File: src/rtl/alu_multicycle.sv
// Registered ALU: ADD/SUB/AND/ORR/EOR in one clock,
// MUL/UDIV/UREM iteratively over WIDTH clocks.
module alu_multicycle #(
    parameter int WIDTH = 32
) (
    input  logic             clk,
    input  logic             reset,
    input  logic             start,
    input  logic [WIDTH-1:0] a,
    input  logic [WIDTH-1:0] b,
    input  logic [2:0]       ALUControl,
    output logic [WIDTH-1:0] Result,
    output logic [3:0]       ALUFlags,
    output logic             busy,
    output logic             done
);

    localparam int CW = $clog2(WIDTH + 1);

    localparam logic [2:0] OP_ADD  = 3'b000;
    localparam logic [2:0] OP_SUB  = 3'b001;
    localparam logic [2:0] OP_AND  = 3'b010;
    localparam logic [2:0] OP_ORR  = 3'b011;
    localparam logic [2:0] OP_EOR  = 3'b100;
    localparam logic [2:0] OP_MUL  = 3'b101;
    localparam logic [2:0] OP_UDIV = 3'b110;
    localparam logic [2:0] OP_UREM = 3'b111;

    typedef enum logic {
        IDLE,
        ITER
    } state_t;

    state_t           state_q, state_d;
    logic [CW-1:0]    cnt_q, cnt_d;
    logic [2:0]       op_q, op_d;
    logic [WIDTH-1:0] x_q, x_d;
    logic [WIDTH-1:0] y_q, y_d;
    logic [WIDTH-1:0] acc_q, acc_d;
    logic [WIDTH-1:0] res_q, res_d;
    logic [3:0]       flags_q, flags_d;
    logic             done_q, done_d;

    logic             is_sub;
    logic [WIDTH-1:0] b_eff;
    logic [WIDTH:0]   sum;
    logic [WIDTH-1:0] mul_acc;
    logic [WIDTH:0]   rem_sh;
    logic [WIDTH:0]   rem_diff;
    logic             rem_ge;
    logic [WIDTH-1:0] rem_new;
    logic [WIDTH-1:0] quo_new;
    logic [WIDTH-1:0] new_res;
    logic             new_c;
    logic             new_v;
    logic             wr;

    always_comb begin
        is_sub = (ALUControl == OP_SUB);
        b_eff  = is_sub ? ~b : b;
        sum    = {1'b0, a} + {1'b0, b_eff} + (WIDTH+1)'(is_sub);

        // x_q: multiplicand (MUL) or dividend shifting into quotient (DIV)
        // y_q: multiplier (MUL) or divisor (DIV); acc_q: product or remainder
        mul_acc  = acc_q + (y_q[0] ? x_q : '0);
        rem_sh   = {acc_q, x_q[WIDTH-1]};
        rem_diff = rem_sh - {1'b0, y_q};
        rem_ge   = ~rem_diff[WIDTH];
        rem_new  = rem_ge ? rem_diff[WIDTH-1:0] : rem_sh[WIDTH-1:0];
        quo_new  = {x_q[WIDTH-2:0], rem_ge};
    end

    always_comb begin
        state_d = state_q;
        cnt_d   = cnt_q;
        op_d    = op_q;
        x_d     = x_q;
        y_d     = y_q;
        acc_d   = acc_q;
        res_d   = res_q;
        flags_d = flags_q;
        done_d  = 1'b0;
        new_res = '0;
        new_c   = 1'b0;
        new_v   = 1'b0;
        wr      = 1'b0;

        unique case (state_q)
            IDLE: begin
                if (start) begin
                    if (ALUControl >= OP_MUL) begin
                        state_d = ITER;
                        cnt_d   = CW'(WIDTH);
                        op_d    = ALUControl;
                        x_d     = a;
                        y_d     = b;
                        acc_d   = '0;
                    end else begin
                        wr = 1'b1;
                        unique case (ALUControl)
                            OP_ADD, OP_SUB: begin
                                new_res = sum[WIDTH-1:0];
                                new_c   = sum[WIDTH];
                                new_v   = (a[WIDTH-1] == b_eff[WIDTH-1]) &&
                                          (sum[WIDTH-1] != a[WIDTH-1]);
                            end
                            OP_AND:  new_res = a & b;
                            OP_ORR:  new_res = a | b;
                            OP_EOR:  new_res = a ^ b;
                            default: new_res = '0;
                        endcase
                    end
                end
            end
            ITER: begin
                cnt_d = cnt_q - CW'(1);
                if (op_q == OP_MUL) begin
                    acc_d = mul_acc;
                    x_d   = x_q << 1;
                    y_d   = y_q >> 1;
                end else begin
                    acc_d = rem_new;
                    x_d   = quo_new;
                end
                if (cnt_q == CW'(1)) begin
                    state_d = IDLE;
                    wr      = 1'b1;
                    unique case (op_q)
                        OP_MUL:  new_res = mul_acc;
                        OP_UDIV: new_res = quo_new;
                        OP_UREM: new_res = rem_new;
                        default: new_res = '0;
                    endcase
                    // Restoring division already yields all-ones / a on b=0
                    new_v = (op_q != OP_MUL) && (y_q == '0);
                end
            end
            default: state_d = IDLE;
        endcase

        if (wr) begin
            res_d   = new_res;
            flags_d = {new_res[WIDTH-1], (new_res == '0), new_c, new_v};
            done_d  = 1'b1;
        end
    end

    always_ff @(posedge clk or posedge reset) begin
        if (reset) begin
            state_q <= IDLE;
            cnt_q   <= '0;
            op_q    <= '0;
            x_q     <= '0;
            y_q     <= '0;
            acc_q   <= '0;
            res_q   <= '0;
            flags_q <= '0;
            done_q  <= 1'b0;
        end else begin
            state_q <= state_d;
            cnt_q   <= cnt_d;
            op_q    <= op_d;
            x_q     <= x_d;
            y_q     <= y_d;
            acc_q   <= acc_d;
            res_q   <= res_d;
            flags_q <= flags_d;
            done_q  <= done_d;
        end
    end

    assign Result   = res_q;
    assign ALUFlags = flags_q;
    assign busy     = (state_q == ITER);
    assign done     = done_q;

endmodule

File: config.mk
export PLATFORM = sky130hd
export DESIGN_NAME = alu_multicycle
export DESIGN_NICKNAME = d
export VERILOG_FILES = /design/src/rtl/alu_multicycle.sv
export SDC_FILE = /design/constraint.sdc
export NUM_CORES = 1
export LEC_CHECK = 0
export CAP_MARGIN = 20
export CORE_MARGIN = 1
export CORE_UTILIZATION = 56
export CTS_CLUSTER_SIZE = 14
export DETAILED_ROUTE_END_ITERATION = 8
export MAX_ROUTING_LAYER = met4
export PLACE_DENSITY = 0.76
export RECOVER_POWER = 50
export SETUP_SLACK_MARGIN = 0.5
export SLEW_MARGIN = 20
export SYNTH_ARGS = -nofsm -noshare
export SYNTH_HDL_FRONTEND = slang
export SYNTH_SLANG_ARGS = --single-unit
File: constraint.sdc
create_clock -name clk -period 7.4 [get_ports clk]
set_input_delay 2.22 -clock clk [delete_from_list [all_inputs] [get_ports clk]]
set_output_delay 2.22 -clock clk [all_outputs]
set_load 0.02 [all_outputs]
==> metrics.txt <==
PD cells 446 nW/um^2; Core Region 27100 sq um; unique cell type count in the Yosys netlist 82; Worst Path Arrival 7060 ps; Top Ports 108; fraction of layout cells with a size suffix above 1 0.0502; Die W 168 um; vias per cell 6.65; clk sinks 142; vias in the first global route 15200; Synth Warn # 0; CTS clock-pin slew for the worst setup and hold paths 60 ps; min Tclk post-route 6720 ps; fin. max-slew vios 184; final setup fails 0; PortBufs 107; startpoint class of the critical path input pin; H-Tree Depth 4; reg2reg setup slack 2150 ps; hold buffers post-CTS 0; PnR Total Power 7.84 mW; unrepaired setup endpoints after global routing no; CTS root buf clkbuf_16; fin crit share 0.908; CTS Buffer Depth 2; Net Count, Synth 2287; mapped cell area 15500 sq um; Min-Delay Startpoint Result[0]$_DFFE_PP0P_; asr flop ratio synth 1.00; 1st-pass router iterations 9; Critical Path Fanout Max 4; Worst R2R Start y_q[23]$_DFFE_PP0P_; gr usage total 0.427; Hold Violations, Final 0; relative slew slack -1.49; hold crit path type reg2reg; GRT overflow 0; total via count in the routed design 16500; CTS tree yes; CP Data Required Time 7740 ps; Fin Clk Skew 18.5 ps; Peak Freq 149 MHz; crit end category flop; cells after synthesis 2045; DRC 0; synthesis-to-layout area growth 13.2%; commonest register cell after synthesis dfrtp_1; Rows 60; Initial Util 0.573; global-route wire length before repair 89200 um; number of synthesized register bits 142; Die Y 168 um; reg2reg path depth 13; Starting DRT DRC Count 2057; antenna-violating nets left 0; largest net degree at the start of global routing 95; hpwl dp 46100 um; hold path endpoint Result[0]$_DFFE_PP0P_; critical path class in2reg; TNS Setup 0 ps; sequential area share after synthesis 0.229; die area 28400 sq um; outcome finished, violations left; RR Endpoint ALUFlags[2]$_DFFE_PP0P_; worst-margin pin slew 3740 ps; Max VDD drop 0.000228 V; clock buffer count from CTS 17; final wirelength 59300 um; average size of a mapped cell 7.59 sq um; fin nets 2339; Skew-Pair Late Insertion Delay 450 ps; Leak 8.06 nW; violated checks max-capacitance violations, max-slew violations; MaxCap Viol Count 3; routed length per instance 23.9 um; routability cong. 1.04; antenna violations before repair 2; hold depth 1; number of synthesized flops with an enable pin 0
## flip-flops by register name, indices dropped and copies added, names as in the netlist
register,flops
op_q,3
y_q,32
Result,32
ALUFlags,3
acc_q,32
x_q,32
done,1
cnt_q,6
busy,1
## critical path, cell delays in order
cell and delay (ps):
dlygate4sd3_1 610, nor3b_4 270, buf_4 200, xnor2_1 150, inv_1 90, fa_1 420, nand3b_1 200, a21oi_1 350
nor2_1 100, xnor2_1 150, a222oi_1 240, buf_4 170, o2111ai_1 160, a2111oi_0 870, o221ai_1 270, nor4_1 230
nand4_1 130, o31ai_1 230
## cells by family (layout without fill, tap and decap cells)
kind of cell             Yosys count  after routing  synth area share
flip-flops                       142            142             0.229
other                              0              2                 0
AND/OR/NAND/NOR                  631            631             0.188
AO/OA/AOI/OAI                    674            674             0.274
multiplexers                      67             67            0.0438
XOR/XNOR                         112            112            0.0632
adder cells (fa/ha/maj)          172            172             0.140
buffers and inverters            247            312            0.0615
## placed cells by master (no fill, tap or decap), types with 7 or more instances in the layout
| master | n |
|---|---|
| o31ai_1 | 8 |
| dlygate4sd3_1 | 39 |
| clkbuf_16 | 17 |
| nand2_1 | 219 |
| o221ai_1 | 10 |
| o21ai_0 | 162 |
| nor4_1 | 18 |
| xor2_1 | 33 |
| mux2_2 | 7 |
| nor2b_1 | 8 |
| ha_1 | 169 |
| or3_1 | 13 |
| a211oi_1 | 25 |
| nand2b_1 | 9 |
| and4_1 | 9 |
| a22oi_1 | 17 |
| a31oi_1 | 24 |
| o21a_1 | 13 |
| nor3_1 | 36 |
| o211ai_1 | 39 |
| buf_4 | 34 |
| o21bai_1 | 9 |
| o2111ai_1 | 7 |
| a22o_1 | 9 |
| mux2i_1 | 60 |
| a21oi_1 | 227 |
| inv_1 | 133 |
| nand4_1 | 30 |
| a222oi_1 | 9 |
| nand3_1 | 23 |
| xnor2_1 | 79 |
| and3_1 | 11 |
| dfrtp_1 | 141 |
| a21o_1 | 32 |
| clkdlybuf4s50_1 | 67 |
| and2_1 | 39 |
| a2111oi_0 | 7 |
| nor2_1 | 184 |
## synthesized netlist by cell type, types with 10 or more instances
| cell type | instances | area, sq um |
|---|---|---|
| a211oi_1 | 25 | 188 |
| ha_1 | 169 | 2110 |
| nand2_1 | 220 | 826 |
| clkbuf_1 | 89 | 334 |
| a22oi_1 | 17 | 128 |
| a31oi_1 | 24 | 150 |
| mux2i_1 | 60 | 601 |
| nor2_1 | 186 | 698 |
| and2_1 | 39 | 244 |
| or3_1 | 13 | 81.3 |
| a21o_1 | 32 | 240 |
| nand4_1 | 30 | 188 |
| dfrtp_1 | 142 | 3550 |
| o21a_1 | 13 | 97.6 |
| inv_1 | 133 | 499 |
| nor3_1 | 36 | 180 |
| o221ai_1 | 10 | 87.6 |
| a21oi_1 | 229 | 1150 |
| xor2_1 | 33 | 289 |
| nor4_1 | 18 | 113 |
| o21ai_0 | 162 | 811 |
| o211ai_1 | 39 | 293 |
| and3_1 | 11 | 68.8 |
| buf_1 | 11 | 41.3 |
| nand3_1 | 23 | 115 |
| xnor2_1 | 79 | 692 |
## layer usage
layer | GRT usage | up-vias | part of all wire
met4 | 0.185 | 0 | 0.046
met3 | 0.102 | 173 | 0.12
met5 | - | - | 0
met1 | 0.578 | 7836 | 0.42
met2 | 0.604 | 1028 | 0.41
li1 | - | 7493 | -
## where the power goes
group          leakage [nW]  switching, mW  internal, mW
Sequential             1.70          0.468          1.14
Clock                 0.293          0.391         0.547
Combinational          6.07           3.33          1.97
Total                  8.06           4.19          3.66
## what timing repair did
action / CTS / global route
setup endpoints to repair: 0 / 1
hold endpoints to repair: 0 / 0
setup buffers: 0 / 3
resized for setup: 0 / 0
## area by class of cell
class                      count  area, sq um
fill                        2446         9530
timing repair buffer         146         1360
clock buffer                  19          443
antenna                        2         5.00
multi-input combinational   1656        11100
inverter                     134          503
sequential                   142         3560
tap                          372          465
clock inverter                13          176
## per-stage QoR
| step | utilization | cells | worst slack [ps] | hold WS, ps | instance area, sq um |
|---|---|---|---|---|---|
| 5_1_grt | 0.648 | 2484 | 374 | 500 | 17600 |
| 6_report | 0.648 | 2484 | 677 | 486 | 17600 |
| 2_1_floorplan | - | 2045 | 1370 | 474 | 15500 |
| 3_5_place_dp | 0.625 | 2447 | 345 | 475 | 16900 |
| 4_1_cts | 0.648 | 2479 | 770 | 489 | 17600 |
| 3_3_place_gp | 0.625 | 2447 | 447 | 462 | 16900 |
## worst max path at each step
stage,start,slack [ps],end
after global routing,reset,370,busy$_DFF_PP0_
after CTS,ALUControl[1],770,ALUFlags[2]$_DFFE_PP0P_
final,ALUControl[1],680,ALUFlags[2]$_DFFE_PP0P_
after detailed placement,ALUControl[1],350,ALUFlags[2]$_DFFE_PP0P_
after floorplan,reset,1370,ALUFlags[0]$_DFFE_PP0P_
after global placement,ALUControl[1],450,ALUFlags[2]$_DFFE_PP0P_
Note: power is estimated with default switching activity, not from simulation.
